--- src/rtl/spi_mem_arbiter_if.sv ---
// Bundles the fetch port, data port and spi_flash_controller side of spi_mem_arbiter.
// slave is the arbiter's view; master is the requesters plus the controller.
interface spi_mem_arbiter_if;
  logic        i_req_in;
  logic [15:0] i_addr_in;
  logic [15:0] i_data_out;
  logic        i_done_out;
  logic        d_req_in;
  logic        d_we_in;
  logic [15:0] d_addr_in;
  logic [7:0]  d_wdata_in;
  logic [7:0]  d_rdata_out;
  logic        d_done_out;
  logic [15:0] mem_addr_out;
  logic        mem_addr_valid_out;
  logic [1:0]  mem_type_out;
  logic [7:0]  mem_wdata_out;
  logic [15:0] mem_flash_data_in;
  logic [7:0]  mem_psram_data_in;
  logic        mem_busy_in;

  modport slave (
    input  i_req_in, i_addr_in, d_req_in, d_we_in, d_addr_in, d_wdata_in,
    input  mem_flash_data_in, mem_psram_data_in, mem_busy_in,
    output i_data_out, i_done_out, d_rdata_out, d_done_out,
    output mem_addr_out, mem_addr_valid_out, mem_type_out, mem_wdata_out
  );

  modport master (
    output i_req_in, i_addr_in, d_req_in, d_we_in, d_addr_in, d_wdata_in,
    output mem_flash_data_in, mem_psram_data_in, mem_busy_in,
    input  i_data_out, i_done_out, d_rdata_out, d_done_out,
    input  mem_addr_out, mem_addr_valid_out, mem_type_out, mem_wdata_out
  );
endinterface

--- src/rtl/spi_mem_arbiter.sv ---
// Round-robin fetch/data arbiter feeding one spi_flash_controller issue port.
// Define SPI_ARB_FETCH_BUF_EN to add a single-entry fetch word buffer.
module spi_mem_arbiter (
  input logic             clk_in,
  input logic             reset_n_in,
  spi_mem_arbiter_if.slave bus
);

  localparam logic [2:0] StIdle     = 3'd0;
  localparam logic [2:0] StIssue    = 3'd1;
  localparam logic [2:0] StWaitBusy = 3'd2;
  localparam logic [2:0] StWaitDone = 3'd3;
  localparam logic [2:0] StRespond  = 3'd4;

  localparam logic [1:0] TypeImemRead  = 2'd0;
  localparam logic [1:0] TypeDmemRead  = 2'd1;
  localparam logic [1:0] TypeDmemWrite = 2'd2;

  localparam logic GrantFetch = 1'b0;
  localparam logic GrantData  = 1'b1;

  logic [2:0]  state_q, state_d;
  logic        grant_q, grant_d;
  logic        last_grant_q, last_grant_d;
  logic [15:0] addr_q, addr_d;
  logic [1:0]  type_q, type_d;
  logic [7:0]  wdata_q, wdata_d;
  logic [15:0] i_data_q, i_data_d;
  logic [7:0]  d_rdata_q, d_rdata_d;

  logic        fetch_sel, data_sel;
  logic        buf_hit;
  logic [15:0] buf_word;
  logic        buf_fill;

`ifdef SPI_ARB_FETCH_BUF_EN
  logic        buf_valid_q;
  logic [14:0] buf_tag_q;
  logic [15:0] buf_data_q;

  assign buf_hit  = buf_valid_q && (buf_tag_q == bus.i_addr_in[15:1]);
  assign buf_word = buf_data_q;

  // Never invalidated after reset: PSRAM writes cannot alias flash contents.
  always_ff @(posedge clk_in or negedge reset_n_in) begin
    if (!reset_n_in) begin
      buf_valid_q <= 1'b0;
      buf_tag_q   <= '0;
      buf_data_q  <= '0;
    end else if (buf_fill) begin
      buf_valid_q <= 1'b1;
      buf_tag_q   <= addr_q[15:1];
      buf_data_q  <= bus.mem_flash_data_in;
    end
  end
`else
  assign buf_hit  = 1'b0;
  assign buf_word = 16'h0000;
`endif

  // Ties go to the port that did not win last time.
  assign fetch_sel = bus.i_req_in && (!bus.d_req_in || (last_grant_q == GrantData));
  assign data_sel  = bus.d_req_in && !fetch_sel;

  always_comb begin
    state_d      = state_q;
    grant_d      = grant_q;
    last_grant_d = last_grant_q;
    addr_d       = addr_q;
    type_d       = type_q;
    wdata_d      = wdata_q;
    i_data_d     = i_data_q;
    d_rdata_d    = d_rdata_q;
    buf_fill     = 1'b0;

    case (state_q)
      StIdle: begin
        if (fetch_sel) begin
          grant_d = GrantFetch;
          if (buf_hit) begin
            i_data_d = buf_word;
            state_d  = StRespond;
          end else begin
            last_grant_d = GrantFetch;
            addr_d       = {bus.i_addr_in[15:1], 1'b0};
            type_d       = TypeImemRead;
            state_d      = StIssue;
          end
        end else if (data_sel) begin
          grant_d      = GrantData;
          last_grant_d = GrantData;
          addr_d       = bus.d_addr_in;
          if (bus.d_we_in) begin
            type_d  = TypeDmemWrite;
            wdata_d = bus.d_wdata_in;
          end else begin
            type_d = TypeDmemRead;
          end
          state_d = StIssue;
        end
      end
      StIssue: state_d = StWaitBusy;
      StWaitBusy: begin
        if (bus.mem_busy_in) state_d = StWaitDone;
      end
      StWaitDone: begin
        if (!bus.mem_busy_in) begin
          if (type_q == TypeImemRead) begin
            i_data_d = bus.mem_flash_data_in;
            buf_fill = 1'b1;
          end else if (type_q == TypeDmemRead) begin
            d_rdata_d = bus.mem_psram_data_in;
          end
          state_d = StRespond;
        end
      end
      StRespond: state_d = StIdle;
      default:   state_d = StIdle;
    endcase
  end

  always_ff @(posedge clk_in or negedge reset_n_in) begin
    if (!reset_n_in) begin
      state_q      <= StIdle;
      grant_q      <= GrantFetch;
      last_grant_q <= GrantData;
      addr_q       <= '0;
      type_q       <= TypeImemRead;
      wdata_q      <= '0;
      i_data_q     <= '0;
      d_rdata_q    <= '0;
    end else begin
      state_q      <= state_d;
      grant_q      <= grant_d;
      last_grant_q <= last_grant_d;
      addr_q       <= addr_d;
      type_q       <= type_d;
      wdata_q      <= wdata_d;
      i_data_q     <= i_data_d;
      d_rdata_q    <= d_rdata_d;
    end
  end

  assign bus.mem_addr_out       = addr_q;
  assign bus.mem_type_out       = type_q;
  assign bus.mem_wdata_out      = wdata_q;
  assign bus.mem_addr_valid_out = (state_q == StIssue);
  assign bus.i_data_out         = i_data_q;
  assign bus.d_rdata_out        = d_rdata_q;
  assign bus.i_done_out         = (state_q == StRespond) && (grant_q == GrantFetch);
  assign bus.d_done_out         = (state_q == StRespond) && (grant_q == GrantData);

endmodule

--- src/flat_wrapper.sv ---
// flat-port wrapper written by rule: the top's interface ports become plain ports
module spi_mem_arbiter_flat 
  (clk_in, reset_n_in, bus_i_req_in, bus_i_addr_in, bus_d_req_in, bus_d_we_in, bus_d_addr_in, bus_d_wdata_in, bus_mem_flash_data_in, bus_mem_psram_data_in, bus_mem_busy_in, bus_i_data_out, bus_i_done_out, bus_d_rdata_out, bus_d_done_out, bus_mem_addr_out, bus_mem_addr_valid_out, bus_mem_type_out, bus_mem_wdata_out);
  spi_mem_arbiter_if bus_i ();
  input logic clk_in;
  input logic reset_n_in;
  input wire logic [$bits(bus_i.i_req_in)-1:0] bus_i_req_in;
  input wire logic [$bits(bus_i.i_addr_in)-1:0] bus_i_addr_in;
  input wire logic [$bits(bus_i.d_req_in)-1:0] bus_d_req_in;
  input wire logic [$bits(bus_i.d_we_in)-1:0] bus_d_we_in;
  input wire logic [$bits(bus_i.d_addr_in)-1:0] bus_d_addr_in;
  input wire logic [$bits(bus_i.d_wdata_in)-1:0] bus_d_wdata_in;
  input wire logic [$bits(bus_i.mem_flash_data_in)-1:0] bus_mem_flash_data_in;
  input wire logic [$bits(bus_i.mem_psram_data_in)-1:0] bus_mem_psram_data_in;
  input wire logic [$bits(bus_i.mem_busy_in)-1:0] bus_mem_busy_in;
  output wire logic [$bits(bus_i.i_data_out)-1:0] bus_i_data_out;
  output wire logic [$bits(bus_i.i_done_out)-1:0] bus_i_done_out;
  output wire logic [$bits(bus_i.d_rdata_out)-1:0] bus_d_rdata_out;
  output wire logic [$bits(bus_i.d_done_out)-1:0] bus_d_done_out;
  output wire logic [$bits(bus_i.mem_addr_out)-1:0] bus_mem_addr_out;
  output wire logic [$bits(bus_i.mem_addr_valid_out)-1:0] bus_mem_addr_valid_out;
  output wire logic [$bits(bus_i.mem_type_out)-1:0] bus_mem_type_out;
  output wire logic [$bits(bus_i.mem_wdata_out)-1:0] bus_mem_wdata_out;
  assign bus_i.i_req_in = bus_i_req_in;
  assign bus_i.i_addr_in = bus_i_addr_in;
  assign bus_i.d_req_in = bus_d_req_in;
  assign bus_i.d_we_in = bus_d_we_in;
  assign bus_i.d_addr_in = bus_d_addr_in;
  assign bus_i.d_wdata_in = bus_d_wdata_in;
  assign bus_i.mem_flash_data_in = bus_mem_flash_data_in;
  assign bus_i.mem_psram_data_in = bus_mem_psram_data_in;
  assign bus_i.mem_busy_in = bus_mem_busy_in;
  assign bus_i_data_out = bus_i.i_data_out;
  assign bus_i_done_out = bus_i.i_done_out;
  assign bus_d_rdata_out = bus_i.d_rdata_out;
  assign bus_d_done_out = bus_i.d_done_out;
  assign bus_mem_addr_out = bus_i.mem_addr_out;
  assign bus_mem_addr_valid_out = bus_i.mem_addr_valid_out;
  assign bus_mem_type_out = bus_i.mem_type_out;
  assign bus_mem_wdata_out = bus_i.mem_wdata_out;
  spi_mem_arbiter u_core (.clk_in(clk_in), .reset_n_in(reset_n_in), .bus(bus_i));
endmodule
--- config.mk ---
export PLATFORM = sky130hd
export DESIGN_NAME = spi_mem_arbiter_flat
export DESIGN_NICKNAME = d
export VERILOG_FILES = /design/src/rtl/spi_mem_arbiter_if.sv /design/src/rtl/spi_mem_arbiter.sv /design/src/flat_wrapper.sv
export SDC_FILE = /design/constraint.sdc
export NUM_CORES = 1
export LEC_CHECK = 0
export CORE_MARGIN = 5
export CORE_UTILIZATION = 39
export CTS_CLUSTER_SIZE = 40
export DETAILED_ROUTE_END_ITERATION = 10
export PLACE_DENSITY = 0.78
export SLEW_MARGIN = 20
export SYNTH_ARGS = -nofsm -noshare
export SYNTH_HDL_FRONTEND = slang
export SYNTH_SLANG_ARGS = --single-unit
--- constraint.sdc ---
create_clock -name clk_in -period 1.5 [get_ports clk_in]
set_input_delay 0.15 -clock clk_in [delete_from_list [all_inputs] [get_ports clk_in]]
set_output_delay 0.15 -clock clk_in [all_outputs]
set_load 0.02 [all_outputs]
### After elaboration in Yosys (flattened, before gate mapping)

Cells that the tools add are included.

* word-level logic and storage cells: 47
* register bits: 55
* input bits: 70
* output and inout port bits: 53

* bitwise gates (word level): 4
* eq/ne operators: 8
* reductions and logical operators: 15
* muxes and demuxes: 12

Operators by type and width (count)
* 2-to-1 mux 16 bit: 2
* 2-to-1 mux 3 bit: 4
* one-hot mux 3 bit (4 select lines): 1
* AND reduction 4 bit: 2
* == test 3 x 2 -> 1 bit (second input constant): 2
* 2-to-1 mux 2 bit: 3
* AND reduction 3 bit: 2
* logical AND 1 bit: 4
* != test 2 bit (second input constant): 2
* inverter 1 bit: 4
* == test 3 x 1 -> 1 bit (second input constant): 1
* == test 3 bit (second input constant): 1
* zero test 3 bit: 1
* != test 3 x 1 -> 1 bit (second input constant): 1
* == test 2 x 1 -> 1 bit (second input constant): 1
* zero test 1 bit: 2
* zero test 2 bit: 1
* 2-to-1 mux 1 bit: 2
* AND reduction 2 bit: 1
* nonzero test 2 bit: 1
* logical OR 1 bit: 1

### Depth between registers and ports, before layout

* depth after elaboration: 8
* depth in mapped cells: 5
* depth with buffers taken out: 3

### Worst setup path before layout

No wires, ideal clock.

* path kind: flip-flop to flip-flop
* start: register u_core.state_q[2]
* end: register u_core.i_data_q[10] (netlist: u_core.bus.i_data_out[10])
* data arrival time: 1279 ps
* path buffers: 1
* path slack: 96 ps
* period minus slack after synthesis: 1404 ps
* setup time: 125 ps
* cell stages (with the launch flop): 5
* data required time: 1375 ps
* path through: dfrtp_1 > and4bb_4 > nand2_4 > buf_12 > mux2_4

* word-level cells in the longest chain between the ends: 2

Ends and longest elaborated chain
* from (decl): line spi_mem_arbiter.sv:22 `logic [2:0] state_q, state_d;`
* from (signal assigned): line spi_mem_arbiter.sv:124 `state_q <= StIdle;`
* from (signal assigned): line spi_mem_arbiter.sv:133 `state_q <= state_d;`
* == test 3 x 2 -> 1 bit: line spi_mem_arbiter.sv:76 `case (state_q)`
* AND reduction 3 bit (no line)
* to (signal assigned): line spi_mem_arbiter.sv:139 `i_data_q <= i_data_d;`
* to (decl): line spi_mem_arbiter.sv:28 `logic [15:0] i_data_q, i_data_d;`

No other way between the ends.
A chain may end at the register's enable or synchronous reset.

### Final worst setup path

* start: register u_core.state_q[1]
* end: register u_core.wdata_q[5] (netlist: u_core.bus.mem_wdata_out[5])

* word-level cells in the longest chain between the ends: 2

Ends and longest elaborated chain
* zero test 3 bit: line spi_mem_arbiter.sv:76
* AND reduction 4 bit (no line)
* to (signal assigned): line spi_mem_arbiter.sv:138 `wdata_q <= wdata_d;`
* to (decl): line spi_mem_arbiter.sv:27 `logic [7:0] wdata_q, wdata_d;`

No other way between the ends.

==> impl_metrics.tcl <==
set metrics [dict create \
    cts_sinks 55 \
    fin_ws_ps 6.93 \
    final_nets 353 \
    finalSetupViolations 0 \
    hp-class "input pin to asynchronous set/reset pin" \
    routed_via_density 4.92 \
    finalClockSkew_ps 5.15 \
    clk_pin_slew_worst_paths_ps 90 \
    holdWs_ps 362 \
    pin_count 123 \
    die_h_um 87.4 \
    status "complete, no violations" \
    yosysTopAreaCell "dfrtp_1" \
    antenna_left 0 \
    place_congestion 0.756 \
    fin_crit_ps 1490 \
    final_cell_mix "clkdlybuf4s50_1 (114), dfrtp_1 (52), mux2_2 (22)" \
    dp_slack_ps -103 \
    antenna_found_initial 0 \
    syn_area_um2 2330 \
    tns_ps 0 \
    ys_ff_latch 55 \
    overflow 0 \
    clk_latency_ps 300 \
    synth_top_area_share_pct 57.9 \
    diodes 0 \
    wl_per_cell_um 16.2 \
    dieArea_um2 7630 \
    root_buffer "clkbuf_8" \
    cp-start-kind "flip-flop" \
    slew-limit-headroom_pct 74.7 \
    grt_setup_unrepaired "true" \
    wirelength_mm 5.83 \
    arrival_ps 1690 \
    mostFrequentLayoutCell "clkdlybuf4s50_1" \
    max-vdd-ir-drop_v 0.000928 \
    tritoncts "built" \
    yosysUniqueCellTypes 29 \
    track_usage_pct 15.4 \
    yosysSeqAreaShare_pct 59.0 \
    worst_pin_slew_ps 377 \
    layout-drive-gt1-share_pct 28.2 \
    synthesis.nets 222 \
    power_per_cell_area_nw_per_um2 2080 \
    leakage_nw 1.70 \
    finalHoldViolCount 0 \
    port-buffer-count 121 \
    firstDrtPassIters 3 \
    core_area_um2 5890 \
    place_hpwl_mm 4.36 \
    crit_required_ps 1690 \
    drc 0 \
    synth.avg_cell_area_um2 15.4 \
    cts.htree.levels 2 \
    synth.area.top_cells "dfrtp_1 (58%), mux2_2 (11%), o221a_2 (7.2%), mux2_4 (6.4%), a21o_1 (5.5%)" \
    start_util_pct 39.6 \
    grt_max_degree 56 \
    crit_fanout 8 \
    max_freq_mhz 670 \
    drtIter0Drc 62 \
    rows 28 \
    area_growth_pct 64.0 \
    cap_violations 0 \
    crit_type "flip-flop to flip-flop" \
    min_period_over_period_pct 99.5 \
    fp.dieW_um 87.4 \
    cts_buffers 5 \
    vias 1766 \
    clk_path_buf_depth 2 \
    endpoint_kind "flip-flop" \
    yosys_warnings 0 \
    first_global_vias 1893 \
    drv_slew 0 \
    grt_pass1_wl_mm 9.18 \
    syn_inst 152 \
]
==> logic make-up after synthesis <==
group,count (synthesis),synth area share (%)
flops,55,59.0
compound gates,37,14.6
mux,32,17.1
simple gates,21,6.44
buf+inv,7,2.84
==> metal layers <==
metal,vias to the layer above,wire length (um),track usage (%),share of wire [%]
li1,831,-,-,-
met1,864,2310,18.8,40
met2,66,2970,26.4,51
met3,5,510,4.26,8.7
met4,0,44,4.60,0.75
met5,-,0,0,0
==> area by class of cell <==
type	count	area, um2
clock buffer	6	82.6
sequential	55	1380
fill	462	2060
clock inverter	2	35.0
tap	75	93.8
multi-input combinational	90	942
timing repair buffer	131	1290
==> cells in the mapped netlist <==
cell type and count:
nand3_4 1, a22o_1 2, nand3_1 1, and3_1 1
nor3_1 1, buf_6 2, buf_2 1, o221a_2 15
or2_2 1, nand3b_2 1, dfstp_2 1, clkbuf_1 1
a21boi_2 1, nand2_1 3, mux2_2 22, and4bb_4 1
buf_12 1, o2bb2ai_1 1, a21o_1 17, nand2_4 2
and2_1 1, nand2b_1 1, nor2_1 5, mux2_4 10
buf_4 2, a22oi_1 1, nor3_2 1, nor3b_1 1
dfrtp_1 54
==> final timing paths <==
check	start	to	slack, ps	cells past startpoint
worst max-delay path	u_core.state_q[1]	u_core.bus.mem_wdata_out[5]	7	5
worst min-delay path	reset_n_in	u_core.bus.i_data_out[7]	360	3
worst max register to register	u_core.state_q[1]	u_core.bus.mem_wdata_out[5]	7	5
worst min register to register	u_core.bus.mem_addr_out[0]	u_core.bus.mem_addr_out[0]	510	1
max in group asynchronous	reset_n_in	u_core.last_grant_q	840	3
min in group clk_in	bus_mem_psram_data_in[0]	u_core.bus.d_rdata_out[0]	450	2
==> timing repair <==
item	CTS	global route
setup buffers	0	1
hold buffers	1	0
pin swaps	1	0
endpoints found under the hold margin	54	0
setup endpoints to repair	28	50
resized for setup	19	9
==> power by group <==
part           total (W)  switching, W  internal, W
Combinational    0.00428       0.00187      0.00241
Clock            0.00101      0.000466     0.000541
Sequential       0.00268      0.000446      0.00223
==> critical path, cell delays in order, from the launching register on <==
cell	delay, ps
dfrtp_1	430
buf_6	140
nor3_4	210
buf_6	160
nand3_4	130
mux2_2	310
==> state kept, by name (all words and copies together), names as in the netlist <==
register,cells
u_core.bus.i_data_out,16
u_core.bus.d_rdata_out,8
u_core.bus.mem_wdata_out,8
u_core.state_q,3
u_core.grant_q,1
u_core.bus.mem_type_out,2
u_core.last_grant_q,1
u_core.bus.mem_addr_out,16
==> metrics by stage <==
step | std cells | util (%) | cell area [um2] | power [W]
after detailed placement | 349 | 61.8 | 3640 | 0.00692
after global routing | 359 | 65.0 | 3830 | 0.00843
after CTS | 358 | 64.2 | 3780 | 0.00798
final | 359 | 65.0 | 3830 | 0.00797
after floorplan | 152 | - | 2330 | 0.00499
after global placement | 349 | 61.8 | 3640 | 0.00682
(Power assumes the default switching activity.)
